`src/rtl/fft_stream_pkg.sv`:
```
// rtl/fft_stream_pkg.sv - shared constants and FSM encodings for the FFT stream interface
package fft_stream_pkg;

  localparam int FFT_DW = 16;
  localparam int FFT_N  = 16;
  localparam int HALF   = 8;

  typedef enum logic [1:0] {
    IN_FILL = 2'd0,
    IN_FULL = 2'd1,
    IN_LOAD = 2'd2
  } in_state_e;

  typedef enum logic [1:0] {
    OUT_IDLE  = 2'd0,
    OUT_WAIT  = 2'd1,
    OUT_CAPT  = 2'd2,
    OUT_DRAIN = 2'd3
  } out_state_e;

endpackage

```
`src/rtl/fft_stream_if_frame_buf.sv`:
```
// rtl/fft_stream_if_frame_buf.sv - 16-slot frame register file, serial port plus pair port (slots j, j+8)
module frame_buf
  import fft_stream_pkg::*;
#(
  parameter int DW        = FFT_DW,
  parameter bit SERIAL_WR = 1'b1
) (
  input  logic            i_clk,
  input  logic            i_we,
  input  logic [3:0]      i_ser_idx,
  input  logic [2*DW-1:0] i_ser_wdata,
  output logic [2*DW-1:0] o_ser_rdata,
  input  logic [2:0]      i_pair_idx,
  input  logic [2*DW-1:0] i_pair_wdata0,
  input  logic [2*DW-1:0] i_pair_wdata1,
  output logic [2*DW-1:0] o_pair_rdata0,
  output logic [2*DW-1:0] o_pair_rdata1
);

  logic [2*DW-1:0] r_mem [FFT_N];

  assign o_ser_rdata   = r_mem[i_ser_idx];
  assign o_pair_rdata0 = r_mem[{1'b0, i_pair_idx}];
  assign o_pair_rdata1 = r_mem[{1'b1, i_pair_idx}];

  // SERIAL_WR picks which side owns the write; the other side is read-only
  generate
    if (SERIAL_WR) begin : g_ser_wr
      logic w_unused;
      assign w_unused = ^{i_pair_wdata0, i_pair_wdata1};
      always_ff @(posedge i_clk) begin
        if (i_we) begin
          r_mem[i_ser_idx] <= i_ser_wdata;
        end
      end
    end else begin : g_pair_wr
      logic w_unused;
      assign w_unused = ^i_ser_wdata;
      always_ff @(posedge i_clk) begin
        if (i_we) begin
          r_mem[{1'b0, i_pair_idx}] <= i_pair_wdata0;
          r_mem[{1'b1, i_pair_idx}] <= i_pair_wdata1;
        end
      end
    end
  endgenerate

endmodule

```
`src/rtl/fft_stream_if.sv`:
```
// rtl/fft_stream_if.sv - streams natural-order frames into lane pairs and collects lane-pair results back into a stream
module fft_stream_if
  import fft_stream_pkg::*;
#(
  parameter int DW = FFT_DW,
  parameter int N  = FFT_N
) (
  input  logic            CLK,
  input  logic            RST,
  input  logic            S_VALID,
  output logic            S_READY,
  input  logic [2*DW-1:0] S_DATA,
  output logic            START,
  output logic [2*DW-1:0] LANE0_OUT,
  output logic [2*DW-1:0] LANE1_OUT,
  input  logic            DONE,
  input  logic [2*DW-1:0] LANE0_IN,
  input  logic [2*DW-1:0] LANE1_IN,
  output logic            M_VALID,
  input  logic            M_READY,
  output logic [2*DW-1:0] M_DATA,
  output logic            ERR
);

  localparam int CW = $clog2(N);
  localparam int HW = $clog2(HALF);

  in_state_e       r_in_state, w_in_next;
  out_state_e      r_out_state, w_out_next;
  logic [CW-1:0]   r_icnt, r_ocnt;
  logic [HW-1:0]   r_lcnt, r_ccnt;
  logic            r_done_d, r_err;
  logic            w_s_fire, w_m_fire, w_start, w_done_rise, w_capt, w_err_set;
  logic [2*DW-1:0] w_ld0, w_ld1, w_drain_data;
  logic [2*DW-1:0] w_ibuf_ser, w_obuf_p0, w_obuf_p1;
  logic            w_unused;

  assign w_s_fire    = (r_in_state == IN_FILL) && S_VALID;
  assign w_m_fire    = (r_out_state == OUT_DRAIN) && M_READY;
  assign w_start     = (r_in_state == IN_FULL) && (r_out_state == OUT_IDLE);
  assign w_done_rise = DONE && !r_done_d;
  assign w_capt      = (r_out_state == OUT_CAPT);
  // DONE must stay high through capture cycle 6; the eighth DONE cycle aligns with capture cycle 6
  assign w_err_set   = (DONE && ((r_out_state == OUT_IDLE) || (r_out_state == OUT_DRAIN))) ||
                       (w_capt && !DONE && (r_ccnt != HW'(HALF - 1)));
  assign w_unused    = ^{w_ibuf_ser, w_obuf_p0, w_obuf_p1};
  assign ERR         = r_err;

  always_ff @(posedge CLK) begin
    if (RST) begin
      r_in_state  <= IN_FILL;
      r_out_state <= OUT_IDLE;
    end else begin
      r_in_state  <= w_in_next;
      r_out_state <= w_out_next;
    end
  end

  always_comb begin
    w_in_next = r_in_state;
    case (r_in_state)
      IN_FILL: if (w_s_fire && (r_icnt == CW'(N - 1))) w_in_next = IN_FULL;
      IN_FULL: if (w_start) w_in_next = IN_LOAD;
      IN_LOAD: if (r_lcnt == HW'(HALF - 1)) w_in_next = IN_FILL;
      default: w_in_next = IN_FILL;
    endcase
  end

  always_comb begin
    w_out_next = r_out_state;
    case (r_out_state)
      OUT_IDLE:  if (w_start) w_out_next = OUT_WAIT;
      OUT_WAIT:  if (w_done_rise) w_out_next = OUT_CAPT;
      OUT_CAPT:  if (r_ccnt == HW'(HALF - 1)) w_out_next = OUT_DRAIN;
      OUT_DRAIN: if (w_m_fire && (r_ocnt == CW'(N - 1))) w_out_next = OUT_IDLE;
      default:   w_out_next = OUT_IDLE;
    endcase
  end

  always_comb begin
    S_READY   = 1'b0;
    START     = 1'b0;
    LANE0_OUT = '0;
    LANE1_OUT = '0;
    M_VALID   = 1'b0;
    M_DATA    = '0;
    case (r_in_state)
      IN_FILL: S_READY = 1'b1;
      IN_FULL: START = (r_out_state == OUT_IDLE);
      IN_LOAD: begin
        LANE0_OUT = w_ld0;
        LANE1_OUT = w_ld1;
      end
      default: ;
    endcase
    if (r_out_state == OUT_DRAIN) begin
      M_VALID = 1'b1;
      M_DATA  = w_drain_data;
    end
  end

  // Counters wrap naturally, so each returns to 0 as its phase completes
  always_ff @(posedge CLK) begin
    if (RST) begin
      r_icnt   <= '0;
      r_lcnt   <= '0;
      r_ccnt   <= '0;
      r_ocnt   <= '0;
      r_done_d <= 1'b0;
      r_err    <= 1'b0;
    end else begin
      r_done_d <= DONE;
      if (w_s_fire) r_icnt <= r_icnt + 1'b1;
      if (r_in_state == IN_LOAD) r_lcnt <= r_lcnt + 1'b1;
      if (w_capt) r_ccnt <= r_ccnt + 1'b1;
      if (w_m_fire) r_ocnt <= r_ocnt + 1'b1;
      if (w_err_set) r_err <= 1'b1;
    end
  end

  frame_buf #(.DW(DW), .SERIAL_WR(1'b1)) u_in_buf (
    .i_clk         (CLK),
    .i_we          (w_s_fire),
    .i_ser_idx     (r_icnt),
    .i_ser_wdata   (S_DATA),
    .o_ser_rdata   (w_ibuf_ser),
    .i_pair_idx    (r_lcnt),
    .i_pair_wdata0 ('0),
    .i_pair_wdata1 ('0),
    .o_pair_rdata0 (w_ld0),
    .o_pair_rdata1 (w_ld1)
  );

  frame_buf #(.DW(DW), .SERIAL_WR(1'b0)) u_out_buf (
    .i_clk         (CLK),
    .i_we          (w_capt),
    .i_ser_idx     (r_ocnt),
    .i_ser_wdata   ('0),
    .o_ser_rdata   (w_drain_data),
    .i_pair_idx    (r_ccnt),
    .i_pair_wdata0 (LANE0_IN),
    .i_pair_wdata1 (LANE1_IN),
    .o_pair_rdata0 (w_obuf_p0),
    .o_pair_rdata1 (w_obuf_p1)
  );

endmodule

```
`config.mk`:
```
export PLATFORM = sky130hd
export DESIGN_NAME = fft_stream_if
export DESIGN_NICKNAME = d
export VERILOG_FILES = /design/src/rtl/fft_stream_pkg.sv /design/src/rtl/fft_stream_if_frame_buf.sv /design/src/rtl/fft_stream_if.sv
export SDC_FILE = /design/constraint.sdc
export NUM_CORES = 1
export LEC_CHECK = 0
export BUFFER_PORTS_ARGS = -buffer_cell sky130_fd_sc_hd__buf_2
export CAP_MARGIN = 20
export CORE_MARGIN = 2
export CORE_UTILIZATION = 61
export DETAILED_ROUTE_END_ITERATION = 8
export PLACE_DENSITY = 0.91
export SYNTH_ARGS = -nofsm -noshare
export SYNTH_HDL_FRONTEND = slang
export SYNTH_SLANG_ARGS = --single-unit
```
`constraint.sdc`:
```
create_clock -name CLK -period 5.35 [get_ports CLK]
set_input_delay 1.07 -clock CLK [delete_from_list [all_inputs] [get_ports CLK]]
set_output_delay 1.07 -clock CLK [all_outputs]
set_load 0.005 [all_outputs]
```
=== After elaboration in Yosys (flattened, before gate mapping) ===
Memories as Yosys holds them, arrays and structs flattened. A register that Yosys moved wholly into a read port is not among the register bits.
Index checks and enable logic that the tools add are counted.

* Register bits after elaboration: 20
* RAM bits: 1,024
* Input port bits: 101
* Output and inout port bits: 100
* Logic and storage cells: 73
* Memories kept: 2

{| class="wikitable"
|+ Memory list
! name !! words !! width !! rd ports !! clocked after Yosys merged registers in !! write ports !! line !! text
|-
| u_in_buf.r_mem || 16 || 32 || 2 || 2 || 1 || fft_stream_if_frame_buf.sv:20 || <nowiki>logic [2*DW-1:0] r_mem [FFT_N];</nowiki>
|-
| u_out_buf.r_mem || 16 || 32 || 1 || 1 || 2 || fft_stream_if_frame_buf.sv:20 ||
|}

* $add $sub $neg: 4
* Equal/unequal tests: 17
* Muxes and demuxes: 25
* Reductions and logical operators: 17

{| class="wikitable"
|+ Operator list
! operator !! count
|-
| 2-to-1 mux 32 bit || 3
|-
| 2-to-1 mux 4 bit || 6
|-
| 2-to-1 mux 2 bit || 7
|-
| logical AND 1 bit || 9
|-
| adder 4 x 1 -> 4 bit, second input constant || 2
|-
| == test 4 bit, second input constant || 2
|-
| != test 2 bit, second input constant || 4
|-
| case mux 2 bit (4 select lines) || 1
|-
| 2-to-1 mux 1 bit || 7
|-
| adder 3 x 1 -> 3 bit, second input constant || 2
|-
| == test 2 bit, second input constant || 3
|-
| == test 3 bit, second input constant || 2
|-
| != test 2 x 1 -> 1 bit, second input constant || 3
|-
| case mux 2 bit (3 select lines) || 1
|-
| == test 2 x 1 -> 1 bit, second input constant || 2
|-
| zero test 2 bit || 2
|-
| AND reduction 4 bit || 1
|-
| != test 3 bit, second input constant || 1
|-
| AND reduction 3 bit || 1
|-
| zero test 1 bit || 2
|-
| logical OR 1 bit || 2
|}

=== Logic depth before layout (Yosys ltp) ===
* Depth in word-level cells: 5
* Gate-level depth with buffers: 7
* Mapped depth without buffers: 6

=== Hierarchy ===
A second synthesis with hierarchy kept.

* Cells, all modules: 2,264
* Area, all modules: 47,528.1 sq um

{| class="wikitable"
|+ By module, submodules not included
! module !! instances !! cells each !! area each (sq um) !! seq. area each (sq um)
|-
| frame_buf at u_in_buf || 1 || 1,035 || 22,984.5 || 15,374.7
|-
| frame_buf at u_out_buf || 1 || 1,025 || 22,958.3 || 15,374.7
|-
| fft_stream_if || 1 || 204 || 1,585.3 || 400.4
|}

=== Worst setup path after synthesis ===
OpenSTA, ideal clock, no wires.

* Kind: input-to-reg
* Start point: in S_VALID
* End point: mem u_in_buf.r_mem[3][0] in the netlist's numbering, enable pin
* Setup time: 461 ps
* Arrival: 3,868 ps
* Data required time: 4,889 ps
* Path slack: 1,021 ps
* Stages on the path: 3
* Buffers on the path: 0
* Cell sequence: nor3b_2 > nand2_1 > nor3_1

* Cells in the longest elaborated chain, start to end: 3

{| class="wikitable"
|+ RTL lines
! element !! line !! text
|-
| from (decl) || fft_stream_if.sv:10 || <nowiki>input logic S_VALID,</nowiki>
|-
| logical AND 1 bit || fft_stream_if.sv:38 || <nowiki>assign w_s_fire = (r_in_state == IN_FILL) && S_VALID;</nowiki>
|-
| 2-to-1 mux 1 bit || fft_stream_if_frame_buf.sv:32 || <nowiki>if (i_we) begin</nowiki>
|-
| 2-to-1 mux 1 bit (implied by the code) || fft_stream_if_frame_buf.sv:33 || <nowiki>r_mem[i_ser_idx] <= i_ser_wdata;</nowiki>
|-
| to (decl) || fft_stream_if_frame_buf.sv:20 ||
|}

Every way passes these cells.

==> reports/qor.yml <==
slowest_stage: "dfxtp_4"
overflow: 0
tns_ns: 0
fmax_ghz: 0.228
post_cts_resized: 0
tightest_slew_ns: 1.16
clk_latency_ns: 0.66
io_buffer_count: 200
whs_endpoint: "ERR"
hold_path_depth: 2
cts_tree: "built"
gp_congestion: 0.814
ant_nets: 0
vias: 21900
cts-buffers-inserted: 99
synthArstFlopShare_pct: 0
wl_per_cell_um: 32.1
r2r-end: "u_in_buf.r_mem[13][12]"
drc: 0
die_y_um: 261
nFillCells: 3554
detail_route.wirelength_um: 103000
cts.sinks: 1051
grt_start_max_net_pins: 65
outcome: "finished, final reports clean"
finalSetupViolCount: 0
utilization_pct: 69.7
grt.total_usage_pct: 30.1
slew_viol_final: 0
start_kind: "flop"
cp_slowest_stage_delay_ns: 1.04
fin_crit_sh_pct: 82.1
dp_cells: 3008
period_needed_ns: 4.39
avgSynthCellArea_um2: 20.2
relSlewSlack_pct: 22.2
die_area_um2: 68300
ys_ff_latch: 1051
worstHoldPathType: "reg -> reg"
drt_iter0_drc: 3235
cp.buffers_inverters: 2
area_delta_synth_final_pct: 13.3
r2r_cells: 4
start_util_pct: 61.6
rrSetupSlack_ns: 2.52
cpLargestDelayFamily: "flip-flops"
place_area_um2: 42500
powerDensity_nw_per_um2: 359
synth-edff-count: 1024
yosysWarningCount: 0
hold_viol: 0
fin_area_um2: 45800
synth_seq_area_share_pct: 77.4
rr_startpoint: "r_in_state[1]"
leakagePower_uw: 0.0144
finClkSkew_ns: 0.0383
postCtsSetupBuffers: 0
drv_cap: 0
cts_max_level: 3
fin_hold_ws_ns: 0.479
ir_drop_mv: 0.351
syn_area_um2: 40400
synth-main-ff-cell: "edfxtp_1"
rsz0062_at_grt: "no"
end_kind: "output port"
via_per_inst: 6.83
cts_buffer_depth: 3
path_class: "reg -> out"
dp_hpwl_um: 54100
grt_pass1_wl_um: 147000
hold_buffers: 0
finalNetCount: 2368
crit_fanout: 56
die_w_um: 261
cts_root_buffer: "clkbuf_16"
coreArea_um2: 65600
fin_cells: 3210
grt_pass1_vias: 22100
drive_above_1_share_pct: 24.3
netlist_instances: 2002
min_from: "ERR"
cp_data_required_time_ns: 4.28
cts.clk_slew.worst_paths_ns: 0.06
ioPinCount: 201
syn_nets: 2121
crit_chain: "buf_12, mux2i_1, a22oi_1, nand2_1, o22ai_1, buf_2"
drtPass1Iterations: 6
synth.distinct_cells: 37
cp.arrival_ns: 3.32
grt_antenna_before_repair: 31
std_cell_rows: 94
==> registers in the layout (all words and copies together) (netlist names), named ones only <==
| name | cells |
|---|---|
| r_in_state | 2 |
| r_lcnt | 3 |
| r_icnt | 4 |
| r_out_state | 2 |
| r_ocnt | 4 |
| ERR | 1 |
| u_in_buf.r_mem | 512 |
| r_done_d | 1 |
| r_ccnt | 3 |
| u_out_buf.r_mem | 512 |
==> cells in the final DEF (no fill, tap or decap), types with 5 or more instances in the layout <==
cell type / n
buf_2: 200
nand2b_1: 6
xor2_1: 5
o22ai_1: 23
nor2_4: 15
clkinvlp_4: 6
a22oi_1: 110
ha_1: 18
edfxtp_1: 1024
buf_12: 10
a221oi_1: 9
clkbuf_16: 101
nor2_1: 85
clkinv_1: 15
inv_1: 9
diode_2: 18
clkbuf_1: 27
o21ai_0: 19
mux2i_1: 306
clkinv_2: 17
mux4_2: 137
buf_4: 43
nand2_1: 64
bufinv_16: 6
a21oi_1: 5
dfxtp_1: 23
==> report_power, final <==
group          switching (uW)  internal (uW)  leakage, uW  total [uW]
logic                     284            123      0.00341         408
clock network            3050           3810      0.00152        6860
registers                36.9           9120      0.00945        9160
total                    3370          13100       0.0144       16400
==> cell usage after synthesis (all sizes together), types with 4 or more instances <==
| cell | n | share of area [%] |
|---|---|---|
| nand2 | 64 | 0.59 |
| mux2i | 306 | 7.6 |
| and3 | 4 | 0.062 |
| nor3 | 5 | 0.062 |
| clkbuf | 32 | 0.30 |
| nand3 | 4 | 0.050 |
| buf | 76 | 1.2 |
| nand2b | 7 | 0.11 |
| mux4 | 137 | 7.6 |
| nor2 | 100 | 0.94 |
| o21ai | 19 | 0.24 |
| ha | 18 | 0.56 |
| xor2 | 5 | 0.11 |
| inv | 9 | 0.084 |
| a22oi | 110 | 2.0 |
| a221oi | 9 | 0.20 |
| dfxtp | 27 | 1.3 |
| edfxtp | 1024 | 76 |
| a21oi | 5 | 0.062 |
| o22ai | 23 | 0.36 |
==> layer usage <==
metal | GRT usage [%] | part of all wire [%]
met5 | 0 | 0.12
met2 | 50.7 | 51
met1 | 35.7 | 32
met4 | 16.0 | 5.5
met3 | 8.07 | 11
==> through the flow <==
step                      total power (uW)  setup WS, ns
after global routing                 16800         0.818
after global placement                9670          1.67
after CTS                            16400         0.795
after floorplan                       9490          1.02
final                                16400         0.960
after detailed placement              9710          1.59
==> worst register-to-register path, stage by stage (launching register included) <==
cell     delay [ns]
dfxtp_1        0.36
nor3b_2        0.47
nand2_1        0.39
nor2_4         0.78
buf_4          0.49
==> area by class of cell <==
class / instances / area (um2) / area share [%]
Inverter: 9 / 33.8 / 0.0738
Timing Repair Buffer: 254 / 1540 / 3.35
Multi-Input combinational cell: 834 / 8630 / 18.9
Tap cell: 864 / 1080 / 2.36
Clock inverter: 50 / 484 / 1.06
Antenna cell: 18 / 45.0 / 0.0984
Sequential cell: 1051 / 31300 / 68.4
Clock buffer: 130 / 2660 / 5.80
==> kinds of logic (layout without fill, tap and decap cells) <==
logic type | Yosys count | after routing | share of synthesized area [%]
DFF | 1051 | 1051 | 77.4
adders and majority gates | 18 | 18 | 0.557
AOI/OAI and AO/OA | 170 | 170 | 2.98
and+or+nand+nor | 195 | 195 | 2.00
xor gates and xnor gates | 7 | 7 | 0.152
muxes | 444 | 444 | 15.2
other | 0 | 18 | 0
buffers and inverters | 117 | 443 | 1.62
==> worst max path at each step <==
stage / from / to / cells after the start
after floorplan: S_VALID / u_in_buf.r_mem[3][0] / 3
after detailed placement: flop / M_DATA[11] / 6
after global routing: flop / M_DATA[3] / 6
final: flop / M_DATA[3] / 6
after global placement: flop / M_DATA[11] / 6
after CTS: flop / M_DATA[11] / 6
Power figures use the tool's default switching activity.
